## src/rtl/seq_arb_4in_rotating_if.sv

```systemverilog
// Request/grant bundle between four requesters and the rotating arbiter.
// The master drives requests; the arbiter (slave) returns a one-hot grant.
interface seq_arb_4in_rotating_if;
    logic [3:0] reqs;
    logic [3:0] grants;

    modport master (output reqs, input grants);
    modport slave  (input reqs, output grants);
endinterface

```

## src/rtl/seq_arb_4in_rotating.sv

```systemverilog
// Four-way round-robin arbiter: zero-latency grant from a registered one-hot
// priority pointer, which rotates so the last winner becomes lowest priority.
module seq_arb_4in_rotating (
    input  logic                   clk,
    input  logic                   reset,
    seq_arb_4in_rotating_if.slave  arb
);
    logic [3:0] prio;
    logic [7:0] req_dbl;
    logic [7:0] gnt_dbl;
    logic [3:0] grants_c;

    // Subtracting the pointer from the doubled request vector clears every
    // request below it; the lowest surviving set bit is the winner, and the
    // upper copy of the requests supplies the wrap-around.
    always_comb begin
        req_dbl  = {arb.reqs, arb.reqs};
        gnt_dbl  = req_dbl & ~(req_dbl - {4'b0000, prio});
        grants_c = gnt_dbl[3:0] | gnt_dbl[7:4];
    end

    assign arb.grants = grants_c;

    always_ff @(posedge clk) begin
        if (reset) begin
            prio <= 4'b0001;
        end else if (grants_c != 4'b0000) begin
            prio <= {grants_c[2:0], grants_c[3]};
        end
    end
endmodule

```

## src/flat_wrapper.sv

```systemverilog
// flat-port wrapper written by rule: the top's interface ports become plain ports
module seq_arb_4in_rotating_flat 
  (clk, reset, arb_reqs, arb_grants);
  seq_arb_4in_rotating_if arb_i ();
  input  logic clk;
  input  logic reset;
  input wire logic [$bits(arb_i.reqs)-1:0] arb_reqs;
  output wire logic [$bits(arb_i.grants)-1:0] arb_grants;
  assign arb_i.reqs = arb_reqs;
  assign arb_grants = arb_i.grants;
  seq_arb_4in_rotating u_core (.clk(clk), .reset(reset), .arb(arb_i));
endmodule
```

## config.mk

```make
export PLATFORM = sky130hd
export DESIGN_NAME = seq_arb_4in_rotating_flat
export DESIGN_NICKNAME = d
export VERILOG_FILES = /design/src/rtl/seq_arb_4in_rotating_if.sv /design/src/rtl/seq_arb_4in_rotating.sv /design/src/flat_wrapper.sv
export SDC_FILE = /design/constraint.sdc
export NUM_CORES = 1
export LEC_CHECK = 0
export CAP_MARGIN = 20
export CORE_AREA = 10 10 47 49
export DETAILED_ROUTE_END_ITERATION = 12
export DIE_AREA = 0 0 57 59
export MAX_ROUTING_LAYER = met4
export PLACE_DENSITY_LB_ADDON = 0.25
export SLEW_MARGIN = 20
export SYNTH_ARGS = -nofsm -noshare
export SYNTH_HDL_FRONTEND = slang
export SYNTH_SLANG_ARGS = --single-unit
```

## constraint.sdc

```tcl
create_clock -name clk -period 4.1 [get_ports clk]
set_clock_uncertainty 0.1 [all_clocks]
set_input_delay 0.615 -clock clk [delete_from_list [all_inputs] [get_ports clk]]
set_output_delay 0.615 -clock clk [all_outputs]
set_load 0.02 [all_outputs]
```

==> results by group <==
Critical path
  – FF-to-FF End: u_core.prio[0]
  – Setup CP Type: in2out
  – Endpoint class of the critical path: output port
  – Worst R2R Start: u_core.prio[0]
  – WP data arrival: 2.89 ns
  – Worst reg2reg setup slack: 2.01 ns
  – CP max FO: 5
  – R2R cell count: 6
  – Data required, critical path: 3.38 ns
  – Worst Setup Start Kind: input port

Route
  – Via total after detailed routing: 333
  – ANT nets after route: 0
  – DRC viols: 0
  – Routed length per instance: 12.1 um
  – Pre-antenna DRT Iters: 2
  – Met2 wire len: 422 um
  – DR iter-0 viols: 1
  – Final wirelength: 836 um
  – Top routing layer in use: met4
  – Drt via density: 4.83
  – M1 WL: 382 um
  – Met3 routed WL: 20 um

CTS
  – CTS clk-pin slew, worst paths: 0.04 ns
  – # clock sinks: 4
  – Post-CTS Setup Repair Bufs: 0
  – H-tree Lvls: 1
  – Worst skew pair latency: 0.23 ns
  – CTS Hold Bufs: 0
  – CTS-repair resized insts: 0
  – Cts bufs inserted: 3
  – Clock root cell: clkbuf_4
  – Clk buf depth: 2
  – CTS tree: yes

Timing
  – Setup TNS: 0 ns
  – Hold Violations, Final: 0
  – Slew HR: 67.2%
  – Final Max Tran Viols: 0
  – Fmax: 278 MHz
  – Worst-margin pin slew: 0.479 ns
  – Final setup violation count: 0
  – Final worst-path cycle share: 87.9%
  – RSZ-0062 raised after global routing: no
  – Final min period: 3.60 ns

Global routing
  – GRT Util Overall: 6.12%
  – Largest net degree at the start of global routing: 8
  – Initial antenna violation count: 0
  – Vias in the first global route: 370
  – Overflow after GRT: 0
  – Global-route wire length before repair: 1580 um

Yosys
  – Synth Area in Simple Gates: 17.5%
  – Synth Area in Compound Gates: 28.5%
  – Synth Area in Adders: 16.8%
  – Synth Cell Area: 343 um^2
  – Post-Syn Instances: 40
  – Synth area leaders: dfxtp_1 (23%), ha_1 (11%), inv_1 (7.7%), fa_1 (5.8%), o21ai_2 (5.1%)
  – Warnings, synthesis: 0
  – Largest family of logic cells by synthesized area: compound AO/OA/AOI/OAI gates
  – Register area share after synthesis: 23.4%
  – Netlist cell types: 26
  – Synth top area share: 23.4%
  – Yosys reg bits: 4
  – XOR/XNOR Fraction of Synth Area: 5.11%
  – Largest area contributor in the netlist: dfxtp_1
  – Mux share of post-synthesis cell area: 0%
  – Net Count, Synth: 50
  – Mean Syn Cell Area: 8.57 um^2

Placed design
  – Final Wtd Congestion: 0.646
  – IO Port Bufs: 9
  – HPWL Detailed: 718 um

Floorplanning
  – Die extent in x: 57 um
  – Initial Util: 24.5%
  – # IOs: 10
  – Core Rows: 14
  – Die Height: 59 um
  – Core Area: 1400 um^2
  – Die ar.: 3360 um^2

Hold path
  – Worst Hold Depth: 2
  – Hold path start: u_core.prio[3]
  – WHS Endpoint: u_core.prio[3]
  – Type of the most critical hold path: reg2reg

Finish
  – Largest regs: u_core.prio (4)
  – Max reg flops: 4
  – Nets: 65
  – Syn-to-layout area delta: 40.9%
  – Diode count: 0
  – Multi-input logic area: 233 um^2
  – Largest register by flop count: u_core.prio
  – Share of cells above drive strength 1: 15.1%
  – Fillers: 165
  – FF/Latch Area: 80.1 um^2

Power and ir drop
  – Leak: 0.000190 uW
  – Pwr Total: 200 uW
  – PwrDens: 414 nW/um^2
  – Max VDD drop: 165 uV

Outcome
  – Outcome: complete, no violations

Run
  – Max_cap viols: 0
## synth_stat cells
cell,count
xnor2_1,1
nor4_1,1
nand4b_1,1
xor2_1,1
o21a_1,1
ha_1,3
a2111oi_0,1
nand3b_1,1
a21oi_1,1
fa_1,1
o21ai_2,2
o31ai_1,1
dfxtp_1,4
a311o_1,1
o22ai_1,1
o21ai_0,1
or3_1,1
nor2_1,2
nor2b_2,1
o32ai_1,2
nand2_1,1
nor3_1,1
clkinv_1,1
inv_1,7
a31oi_2,1
nor2b_1,1
## critical path, cell delays in order
cell and delay [ns]:
clkdlybuf4s50_1 0.55, inv_1 0.09, fa_1 0.56, o21ai_0 0.11
a31oi_2 0.28, clkdlybuf4s50_1 0.67
## cell families (layout without fill, tap and decap cells)
family | count (synthesis) | count (layout)
AO/OA/AOI/OAI | 12 | 12
AND/OR/NAND/NOR | 10 | 10
buffers and inverters | 8 | 21
adder cells (fa/ha/maj) | 4 | 4
flip-flops | 4 | 4
XOR/XNOR | 2 | 2
## layout by cell type (no fill, tap or decap), types with 2 or more instances in the layout
cell	netlist	final
clkbuf_4	0	3
dfxtp_1	4	4
o21ai_2	2	2
nor2_1	2	2
inv_1	7	7
ha_1	3	3
o32ai_1	2	2
clkdlybuf4s50_1	0	9
## where the power goes
group	internal (uW)	total (uW)	switching, uW	leakage, uW
sequential	45.9	49.1	3.24	0.0000332
combinational	47.2	103	56.1	0.000143
clock	32.7	47.7	15.0	0.0000138
total	126	200	74.3	0.000190
## metal layers
metal,up-vias,global-route usage (%)
met5,-,-
met4,0,6.04
met3,2,1.29
met2,7,8.84
met1,146,6.75
li1,178,-
## how the worst max path moves through the flow
stage	slack [ns]	endpoint	cells after the start	start
5_1_grt	0.35	arb_grants[0]	8	arb_reqs[1]
4_1_cts	0.48	arb_grants[1]	6	arb_reqs[1]
2_1_floorplan	1.58	arb_grants[0]	6	arb_reqs[1]
3_3_place_gp	0.48	arb_grants[1]	6	arb_reqs[1]
3_5_place_dp	0.49	arb_grants[1]	6	arb_reqs[1]
6_report	0.50	arb_grants[1]	6	arb_reqs[1]
## area by class of cell
class                      instances  area share (%)
clock buffer                       3            4.66
multi-input combinational         28            48.2
sequential                         4            16.6
tap                               16            4.15
inverter                           8            6.22
timing repair buffer              10            20.2
## through the flow
stage	hold WS, ns	cell area (um^2)	cells	setup WS, ns	utilization [%]
after floorplan	0.372	343	40	1.58	-
after global placement	0.388	460	66	0.482	32.9
after detailed placement	0.395	460	66	0.491	32.9
after CTS	0.403	483	69	0.482	34.5
after global routing	0.444	483	69	0.346	34.5
final	0.401	483	69	0.497	34.5
Note: power is estimated with default switching activity, not from simulation.
